`config.mk`:
```
export PLATFORM = sky130hd
export DESIGN_NAME = cplx_pp_seq
export DESIGN_NICKNAME = d
export VERILOG_FILES = /design/src/rtl/cplx_pp_seq.sv
export SDC_FILE = /design/constraint.sdc
export NUM_CORES = 1
export LEC_CHECK = 0
export BUFFER_PORTS_ARGS = -buffer_cell sky130_fd_sc_hd__buf_2
export CAP_MARGIN = 20
export CORE_ASPECT_RATIO = 2
export CORE_MARGIN = 10
export CORE_UTILIZATION = 56
export CTS_BUF_LIST = sky130_fd_sc_hd__clkbuf_16
export CTS_CLUSTER_DIAMETER = 50
export DETAILED_ROUTE_END_ITERATION = 10
export PLACE_DENSITY_LB_ADDON = 0.08
export SLEW_MARGIN = 20
export SYNTH_ARGS = -nofsm -noshare
export SYNTH_HDL_FRONTEND = slang
export SYNTH_SLANG_ARGS = --single-unit
```
`constraint.sdc`:
```
create_clock -name clk -period 6.2 [get_ports clk]
set_clock_uncertainty 0.05 [all_clocks]
set_input_delay 0.62 -clock clk [delete_from_list [all_inputs] [get_ports clk]]
set_output_delay 0.62 -clock clk [all_outputs]
set_load 0.05 [all_outputs]
```
`src/rtl/cplx_pp_seq.sv`:
```
// cplx_pp_seq: ar*br, ai*bi, ar*bi, ai*br on one shared multiplier over 4 cycles; CPLX_PP_ZERO_SKIP_EN skips steps with a zero operand
module cplx_pp_seq #(
  parameter int W = 8
) (
  input  logic           clk,
  input  logic           rst,
  input  logic           in_valid,
  output logic           in_ready,
  input  logic [W-1:0]   ar,
  input  logic [W-1:0]   ai,
  input  logic [W-1:0]   br,
  input  logic [W-1:0]   bi,
  output logic           out_valid,
  input  logic           out_ready,
  output logic [2*W-1:0] p_rr,
  output logic [2*W-1:0] p_ii,
  output logic [2*W-1:0] p_ri,
  output logic [2*W-1:0] p_ir
);
  typedef enum logic [1:0] {IDLE, MUL, DONE} state_t;
  state_t state_q, state_d;
  logic [1:0] step_q, step_d;
  logic [W-1:0] ar_q, ai_q, br_q, bi_q, ar_d, ai_d, br_d, bi_d;
  logic [2*W-1:0] p_q [4];
  logic [2*W-1:0] p_d [4];
  logic [W-1:0] mul_a, mul_b;
  logic [2*W-1:0] prod;
  assign in_ready  = state_q == IDLE;
  assign out_valid = state_q == DONE;
  assign p_rr = p_q[0];
  assign p_ii = p_q[1];
  assign p_ri = p_q[2];
  assign p_ir = p_q[3];
  assign mul_a = step_q[0] ? ai_q : ar_q;
  assign mul_b = (step_q[0] ^ step_q[1]) ? bi_q : br_q;
  assign prod  = {{W{1'b0}}, mul_a} * {{W{1'b0}}, mul_b};
`ifdef CPLX_PP_ZERO_SKIP_EN
  logic [3:0] mask_q, mask_d, m_in, rem;
  assign m_in = {ai != '0 && br != '0, ar != '0 && bi != '0, ai != '0 && bi != '0, ar != '0 && br != '0};
  assign rem  = mask_q & (4'b1110 << step_q);
  function automatic logic [1:0] low(input logic [3:0] v);
    return v[0] ? 2'd0 : v[1] ? 2'd1 : v[2] ? 2'd2 : 2'd3;
  endfunction
`endif
  always_comb begin
    state_d = state_q;
    step_d  = step_q;
    ar_d    = ar_q;
    ai_d    = ai_q;
    br_d    = br_q;
    bi_d    = bi_q;
    p_d     = p_q;
`ifdef CPLX_PP_ZERO_SKIP_EN
    mask_d  = mask_q;
`endif
    if (state_q == IDLE && in_valid) begin
      {ar_d, ai_d, br_d, bi_d} = {ar, ai, br, bi};
      p_d = '{default: '0};
`ifdef CPLX_PP_ZERO_SKIP_EN
      mask_d  = m_in;
      step_d  = low(m_in);
      state_d = m_in == '0 ? DONE : MUL;
`else
      step_d  = '0;
      state_d = MUL;
`endif
    end else if (state_q == MUL) begin
      p_d[step_q] = prod;
`ifdef CPLX_PP_ZERO_SKIP_EN
      step_d  = low(rem);
      state_d = rem == '0 ? DONE : MUL;
`else
      step_d  = step_q + 2'd1;
      state_d = step_q == 2'd3 ? DONE : MUL;
`endif
    end else if (state_q == DONE && out_ready) begin
      state_d = IDLE;
    end
  end
  always_ff @(posedge clk) begin
    if (rst) begin
      state_q <= IDLE;
      step_q  <= '0;
      ar_q    <= '0;
      ai_q    <= '0;
      br_q    <= '0;
      bi_q    <= '0;
      p_q     <= '{default: '0};
`ifdef CPLX_PP_ZERO_SKIP_EN
      mask_q  <= '0;
`endif
    end else begin
      state_q <= state_d;
      step_q  <= step_d;
      ar_q    <= ar_d;
      ai_q    <= ai_d;
      br_q    <= br_d;
      bi_q    <= bi_d;
      p_q     <= p_d;
`ifdef CPLX_PP_ZERO_SKIP_EN
      mask_q  <= mask_d;
`endif
    end
  end
endmodule
```
* After elaboration in Yosys (flattened, before gate mapping) *
Cells that the tools add are included.
Widths: inputs -> output; s select.

storage, ports and cells
  register bits after elaboration = 100
  bits in latches = 0
  bits in writable memories = 0
  memory bits (read-only) = 0
  output and inout port bits = 66
  memories = 0

cells by class
  add/subtract/negate cells = 1
  multipliers = 1
  divide/modulo/power cells = 0
  $lt $le $gt $ge = 2
  equality and inequality tests = 3
  shift-type cells = 0
  muxes and demuxes = 9
  bitwise logic cells = 2
  reduce and logical (&&, ||, !) cells = 7

operators by type and width
  kind                 number
  $bwmux 64            1
  $demux 16 s2         1
  $mul 8x8->16         1
  $mux 16              1
  $mux 8               2
  $mux 2               3
  $eq 2x2->1 const B   2
  $ge 3x3->1 const B   1
  $logic_and 1x1->1    3
  $lt 3x1->1 const B   1
  $not 2->3            1
  $reduce_bool 3->1    1
  $add 2x1->2 const B  1
  $eq 2x1->1 const B   1
  $logic_not 2->1      1
  $reduce_bool 2->1    1
  $reduce_or 2->1      1
  $mux 1               1
  $xor 1x1->1          1

* Longest topological paths before layout *
Gate-level depths: netlist (run 1).

  depth in word-level cells = 6
  depth in mapped cells = 21
  depth with buffers taken out = 19

* Worst setup path before layout (run 1) *
OpenSTA, ideal clock, no wires.

  kind = reg2reg
  start = reg step_q[0]
  end = reg p_q (netlist bit p_rr[14])
  setup time = 132 ps
  data arrival time = 5271 ps
  required time = 6018 ps
  slack = 746 ps
  stages on the path, launching flop included = 20
  cell sequence = dfxtp_1 -> buf_2 -> inv_1 -> ha_1 -> buf_2 -> mux2i_1 -> nor2_1 -> fa_1 -> fa_1 -> fa_1 -> inv_1 -> fa_1 -> inv_1 -> ha_1 -> a21o_1 -> a21oi_1 -> o22ai_1 -> or4_4 -> nand3_1 -> a21oi_1

between the ends
  longest elaborated chain between the ends = 6
  elaborated cells between the ends (all ways) = 11

ends and longest elaborated chain
  item                                                                  RTL line  text
  start, declared                                                       22        logic [1:0] step_q, step_d;
  start signal, assigned                                                94        step_q <= step_d;
  parallel branches: the longest is 5 deep, another holds $mul 8x8->16  -
  $bwmux 64 (*)                                                         68        p_d[step_q] = prod;
  end signal, assigned                                                  99        p_q <= p_d;
  end, declared                                                         24        logic [2*W-1:0] p_q [4];

Mark *: on every way between the ends.
A chain may end at the register's enable or synchronous reset.

* Final worst setup path (run 1) *
  start = reg step_q[1]
  end = reg p_q (netlist bit p_ir[14])

Same word-level chain as after synthesis.

==> metrics.cfg, run 1 <==
[route]
drt-pass1-iter-count = 4
vias = 4953
initial_drc_count = 187
postRouteAntennaNets = 0
post_drt_wl_per_cell_um = 16.0
viasPerCell = 5.33
detail_route.drc_violations = 0
routed_wl_um = 14900

[global_routing]
routing_usage_on_met2_pct = 39.1
grt_use_met1_pct = 18.9
antenna_violations_before_repair = 0
grt_max_degree = 63
first_pass_grt_wire_length_um = 24800
gr-usage-all-layers_pct = 20.4
grtUsageMet3_pct = 4.48
grt_pass1_vias = 5166
globalRouteOverflowTotal = 0
grt-busiest-layer = met2

[timing]
timing.final.hold_violations = 0
fin_crit_ns = 5.73
timing.final.max_slew_violations = 0
tightestPinTransition_ns = 0.774
setup_viol_count_final = 0
setup_tns_ns = 0
grt_setup_unrepaired = no
fin_crit_sh_pct = 92.4
timing.fmax_ghz = 0.175
relSlewSlack_pct = 46.9

[clock_tree]
htree_num_levels = 3
resized_gates_after_cts = 0
cts_hold_repair.buffers = 0
cts.path.max_buffers = 2
cts.clk_slew.worst_paths_ns = 0.07
cts_inserted_buffers = 9
cts_tree = yes
clk_tree_root_cell = clkbuf_16
cts_post_setup_buffers_inserted = 0
clk_latency_ns = 0.35
clock_sink_count = 100

[logic_synthesis]
mappedNetlistArea_sq_um = 5710
yosys.area.top_type_share_pct = 35.1
synthesis.area_per_instance_sq_um = 8.23
synth.most_common_cell = nand2_1
synth.distinct_cells = 41
synth_top_cells_by_count = nand2_1, dfxtp_1, a21oi_1
synth-seq-cells = 100
post-synth-top-area-cell = dfxtp_1
async_flop_share_pct = 0
syn-num-nets = 806
postSynthCellCount = 694
main_area_contributors_after_synthesis = dfxtp_1, fa_1, nand2_1
synth_seq_area_share_pct = 35.1
count_of_flip_flops_with_a_built_in_enable_after_synthesis = 0
synth_flop_cell = dfxtp_1
yosys_warnings = 0

[worst_setup_path]
critical_path_depth = 17
cell_type_of_the_slowest_stage_on_the_worst_timing_path = mux2i_1
cpMostUsedCell = fa_1
setup.worst_path.end_class = register
cp-start-kind = register
maximum_fanout_along_the_worst_path = 9
worst_ep_arrival_time_ns = 5.88
timing.critical_path.cells = inv_1, ha_1, mux2i_1, nor2_1, fa_1, fa_1, fa_1, inv_1, fa_1, inv_1, ha_1, a21o_1, a21oi_1, o22ai_1, or4_4, nand3_1, a21oi_1
worstPathRequired_ns = 6.36
cp_slowest_stage_delay_ns = 0.61
worst_setup_path_category = register to register
timing.critical_path.max_delay_family = adder cells
critical_path_buf_inv_count = 3
r2r_cells = 17

[power_and_ir_drop]
leakage_nw = 2.98
power.ir.vdd_worst_mv = 0.164
power_per_cell_area_nw_per_um2 = 208

[floorplanning]
floorplan.initialDensity_pct = 57.0
die-height_um = 163
chipWidth_um = 91.4
die_area_sq_um = 14900
ios = 102
floorplan.core_area_sq_um = 10000
rows = 52

[run]
drv.max_cap_violation_count = 0

[placement]
port_buffers = 101
detailed_place_hpwl_um = 12000
place_congestion = 0.906
placedCellCount = 913

[finish]
final-instance-count-excl-fill = 929
final_util_pct = 66.4
antenna_cells = 0
layout.filler_cells = 901
area.sequential_sq_um = 2000
flow.area_growth_from_synthesis_pct = 16.5
nets = 901
final_layout_size_suffix_gt1_share_pct = 19.9
multiInputGateArea_sq_um = 3390

[run_status]
outcome = finished, final reports clean

[worst_hold_path]
cell_depth_of_the_worst_min_delay_path = 2
min-delay-path-class = register to register

==> power breakdown <==
group          internal [mW]  leakage (nW)  switching [mW]  total [mW]
Sequential             0.658         0.811         0.00934       0.667
Clock                  0.273         0.126           0.255       0.528
Combinational         0.0633          2.05           0.126       0.189
Total                  0.995          2.98           0.389        1.38
==> per-layer routing <==
metal	wire, um	share of wire (%)
met4	740	5.0
met3	677	4.6
met5	0	0
met2	8150	55
met1	5300	36
==> worst min-delay path, delay by kind of cell, from the launching register on <==
family             cells  cell delay, ns
DFF                    1            0.31
AOI/OAI and AO/OA      1            0.05
and+or+nand+nor        1            0.05
==> final timing paths <==
| path | from | to | slack (ns) |
|---|---|---|---|
| setup / recovery | step_q[1] | p_ir[14] | 0.47 |
| hold / removal | p_ir[2] | p_ir[2] | 0.40 |
| setup reg to reg | step_q[1] | p_ir[14] | 0.47 |
| hold reg to reg | p_ir[2] | p_ir[2] | 0.40 |
==> registers in the layout, indices dropped and copies added (netlist names) <==
register / flops
p_ii: 16
step_q: 2
bi_q: 8
br_q: 8
ar_q: 8
p_ir: 16
ai_q: 8
state_q: 2
p_rr: 16
p_ri: 16
==> logic make-up (layout without fill, tap and decap cells) <==
family / count (synthesis) / count (layout) / share of synthesized area [%]
AOI/OAI and AO/OA: 129 / 129 / 12.9
xor gates and xnor gates: 9 / 9 / 1.38
adders and majority gates: 76 / 76 / 21.4
buffers and inverters: 83 / 183 / 5.67
DFF: 100 / 100 / 35.1
muxes: 16 / 16 / 2.80
and+or+nand+nor: 281 / 281 / 20.7
==> cell type report <==
type | count | share of cell area [%]
Clock buffer | 9 | 3.39
Clock inverter | 7 | 0.771
Timing Repair Buffer | 116 | 9.35
Multi-Input combinational cell | 511 | 51.0
Sequential cell | 100 | 30.1
Inverter | 51 | 2.88
Tap cell | 135 | 2.54
==> layout by cell type, fill, tap and decap left out, drive strengths merged <==
cell | synthesis | layout
or2 | 12 | 12
o31ai | 5 | 5
and3 | 1 | 1
nand3b | 1 | 1
nor2b | 2 | 2
a21oi | 101 | 101
dfxtp | 100 | 100
nand2b | 4 | 4
a221oi | 1 | 1
fa | 36 | 36
buf | 10 | 116
xnor2 | 8 | 8
clkbuf | 22 | 9
nand4 | 1 | 1
a21o | 4 | 4
nor3b | 1 | 1
nand2 | 161 | 161
inv | 51 | 54
or4 | 1 | 1
o22ai | 1 | 1
nand3 | 22 | 22
a211oi | 4 | 4
ha | 40 | 40
and2 | 5 | 5
o211ai | 1 | 1
o21bai | 1 | 1
clkinvlp | 0 | 4
xor2 | 1 | 1
a21boi | 1 | 1
mux2i | 16 | 16
nor3 | 1 | 1
nand4b | 1 | 1
or3 | 3 | 3
nor2 | 64 | 64
and4 | 1 | 1
o21ai | 10 | 10
==> metrics by stage <==
step           hold slack, ns  worst slack, ns  area, sq um  power [mW]
6_report                0.402            0.473         6650        1.38
5_1_grt                 0.425            0.120         6650        1.44
4_1_cts                 0.403            0.484         6650        1.39
3_5_place_dp            0.394            0.505         6380       0.871
3_3_place_gp            0.391            0.645         6360       0.865
2_1_floorplan           0.386            0.746         5710       0.811
Power figures use the tool's default switching activity.
==> run 2: changes to the inputs <==
Settings changed: CORE_MARGIN 10 to 2, RECOVER_POWER set to 50.
==> metrics.cfg, run 2 (synthesis gave the netlist of run 1 again) <==
[power_and_ir_drop]
total_power_mw = 1.40
power_report.internal_total_mw = 1.00
power.share.switching_pct = 28.6
power_frac_comb_pct = 13.2
power.ir.vdd_worst_mv = 0.153
leakage_nw = 2.75
clockPowerShare_pct = 39.2
p_sw_mw = 0.401
sequentialPowerShare_pct = 47.6
power_per_cell_area_nw_per_um2 = 213

[clock_tree]
clock_sink_count = 100
cts_inserted_buffers = 9
clk_latency_ns = 0.35
cts_tree = yes
cts_hold_repair.buffers = 0
clk_tree_root_cell = clkbuf_16
cts_post_setup_buffers_inserted = 0
htree_num_levels = 3
resized_gates_after_cts = 0
cts.clk_slew.worst_paths_ns = 0.07
cts.path.max_buffers = 2

[worst_setup_path]
worst_r2r_startpoint = step_q[1]
setup.reg_to_reg.worst_slack_ns = 0.38
setup.worst_path.end_class = register
maximum_fanout_along_the_worst_path = 9
worst_setup_path_category = register to register
r2r_cells = 17
crit-reg2reg-capture = p_ir[14]
worst_ep_arrival_time_ns = 5.98
cp-start-kind = register
worstPathRequired_ns = 6.36

[timing]
setup_tns_ns = 0
tightestPinTransition_ns = 0.817
grt_setup_unrepaired = no
fin_ws_ns = 0.377
setup_viol_count_final = 0
relSlewSlack_pct = 44.0
fin_crit_sh_pct = 93.9
fin_crit_ns = 5.82
timing.final.max_slew_violations = 0
timing.fmax_ghz = 0.172
timing.final.hold_violations = 0

[floorplanning]
chipWidth_um = 75.4
rows = 52
floorplan.initialDensity_pct = 57.0
floorplan.core_area_sq_um = 10000
die-height_um = 147
ios = 102
die_area_sq_um = 11100

[worst_hold_path]
hp-start = p_ri[12]
min_to = p_ri[12]
cell_depth_of_the_worst_min_delay_path = 2
min-delay-path-class = register to register

[route]
drt-pass1-iter-count = 4
postRouteAntennaNets = 0
initial_drc_count = 178
post_drt_wl_per_cell_um = 14.7
viasPerCell = 5.29
routed_wl_um = 13600
vias = 4894
detail_route.drc_violations = 0

[run]
drv.max_cap_violation_count = 0

[finish]
most_frequent_standard_cell_in_the_layout_excluding_fill_and_tap_cells = nand2_1
flow.area_growth_from_synthesis_pct = 15.0
antenna_cells = 0
most-common-layout-cells = nand2_1, dfxtp_1, a21oi_1
nets = 897
final_cell_area_sq_um = 6570
final_layout_size_suffix_gt1_share_pct = 12.8

[global_routing]
gr-usage-all-layers_pct = 25.6
grt_pass1_vias = 4842
globalRouteOverflowTotal = 0
first_pass_grt_wire_length_um = 22100
antenna_violations_before_repair = 0
grt_max_degree = 63

[placement]
detailed_place_hpwl_um = 10700
placed_area_sq_um = 6350
place_congestion = 0.872
pre_cts_ws_ns = 0.431
port_buffers = 101

[run_status]
outcome = finished, final reports clean

[run 2: critical path, cell delays in order, from the launching register on]
cell	delay, ns
dfxtp_1	0.37
inv_1	0.09
ha_1	0.54
mux2i_1	0.75
nor2_1	0.15
fa_1	0.57
fa_1	0.45
fa_1	0.54
inv_1	0.05
fa_1	0.52
inv_1	0.04
ha_1	0.36
a21o_1	0.21
a21oi_1	0.19
o22ai_1	0.14
or4_4	0.46
nand3_1	0.11
a21oi_1	0.08
[run 2: how the worst max path moves through the flow]
stage | start | endpoint | slack [ns] | depth (start not counted)
final | step_q[1] | p_ir[14] | 0.38 | 17
after global routing | step_q[1] | p_ii[12] | 0.02 | 17
after CTS | step_q[1] | p_ir[14] | 0.42 | 17
after detailed placement | step_q[1] | p_ir[14] | 0.43 | 17
after global placement | step_q[1] | p_rr[12] | 0.56 | 17
after floorplan | step_q[0] | p_rr[14] | 0.75 | 19
[run 2: metrics by stage]
step / cells / hold slack, ns / util (%)
after CTS: 925 / 0.402 / 66.3
final: 925 / 0.402 / 65.5
after detailed placement: 909 / 0.394 / 63.3
after floorplan: 694 / 0.386 / -
after global placement: 908 / 0.389 / 63.2
after global routing: 925 / 0.423 / 65.5
[run 2: cell type report]
cell class / count / area [sq um]
clock buffers: 9 / 225
clock inverters: 7 / 70.1
fillers: 972 / 3450
inverters: 51 / 191
multi-input cells: 511 / 3390
flip-flops and latches: 100 / 2000
well taps: 135 / 169
repair buffers: 112 / 518
[run 2: power by group through the flow]
stage	Clock (mW)	Combinational (mW)	Sequential (mW)
finish	0.550	0.185	0.667
global placement	0	0.180	0.681
floorplan	0	0.122	0.689
detailed placement	0	0.186	0.682
CTS	0.562	0.187	0.667
global route	0.586	0.205	0.669
[run 2: per-layer routing]
metal	global-route usage, %	share of wire (%)
met5	0	0
met4	11.8	3.2
met3	3.70	3.9
met2	48.2	56
met1	26.1	37
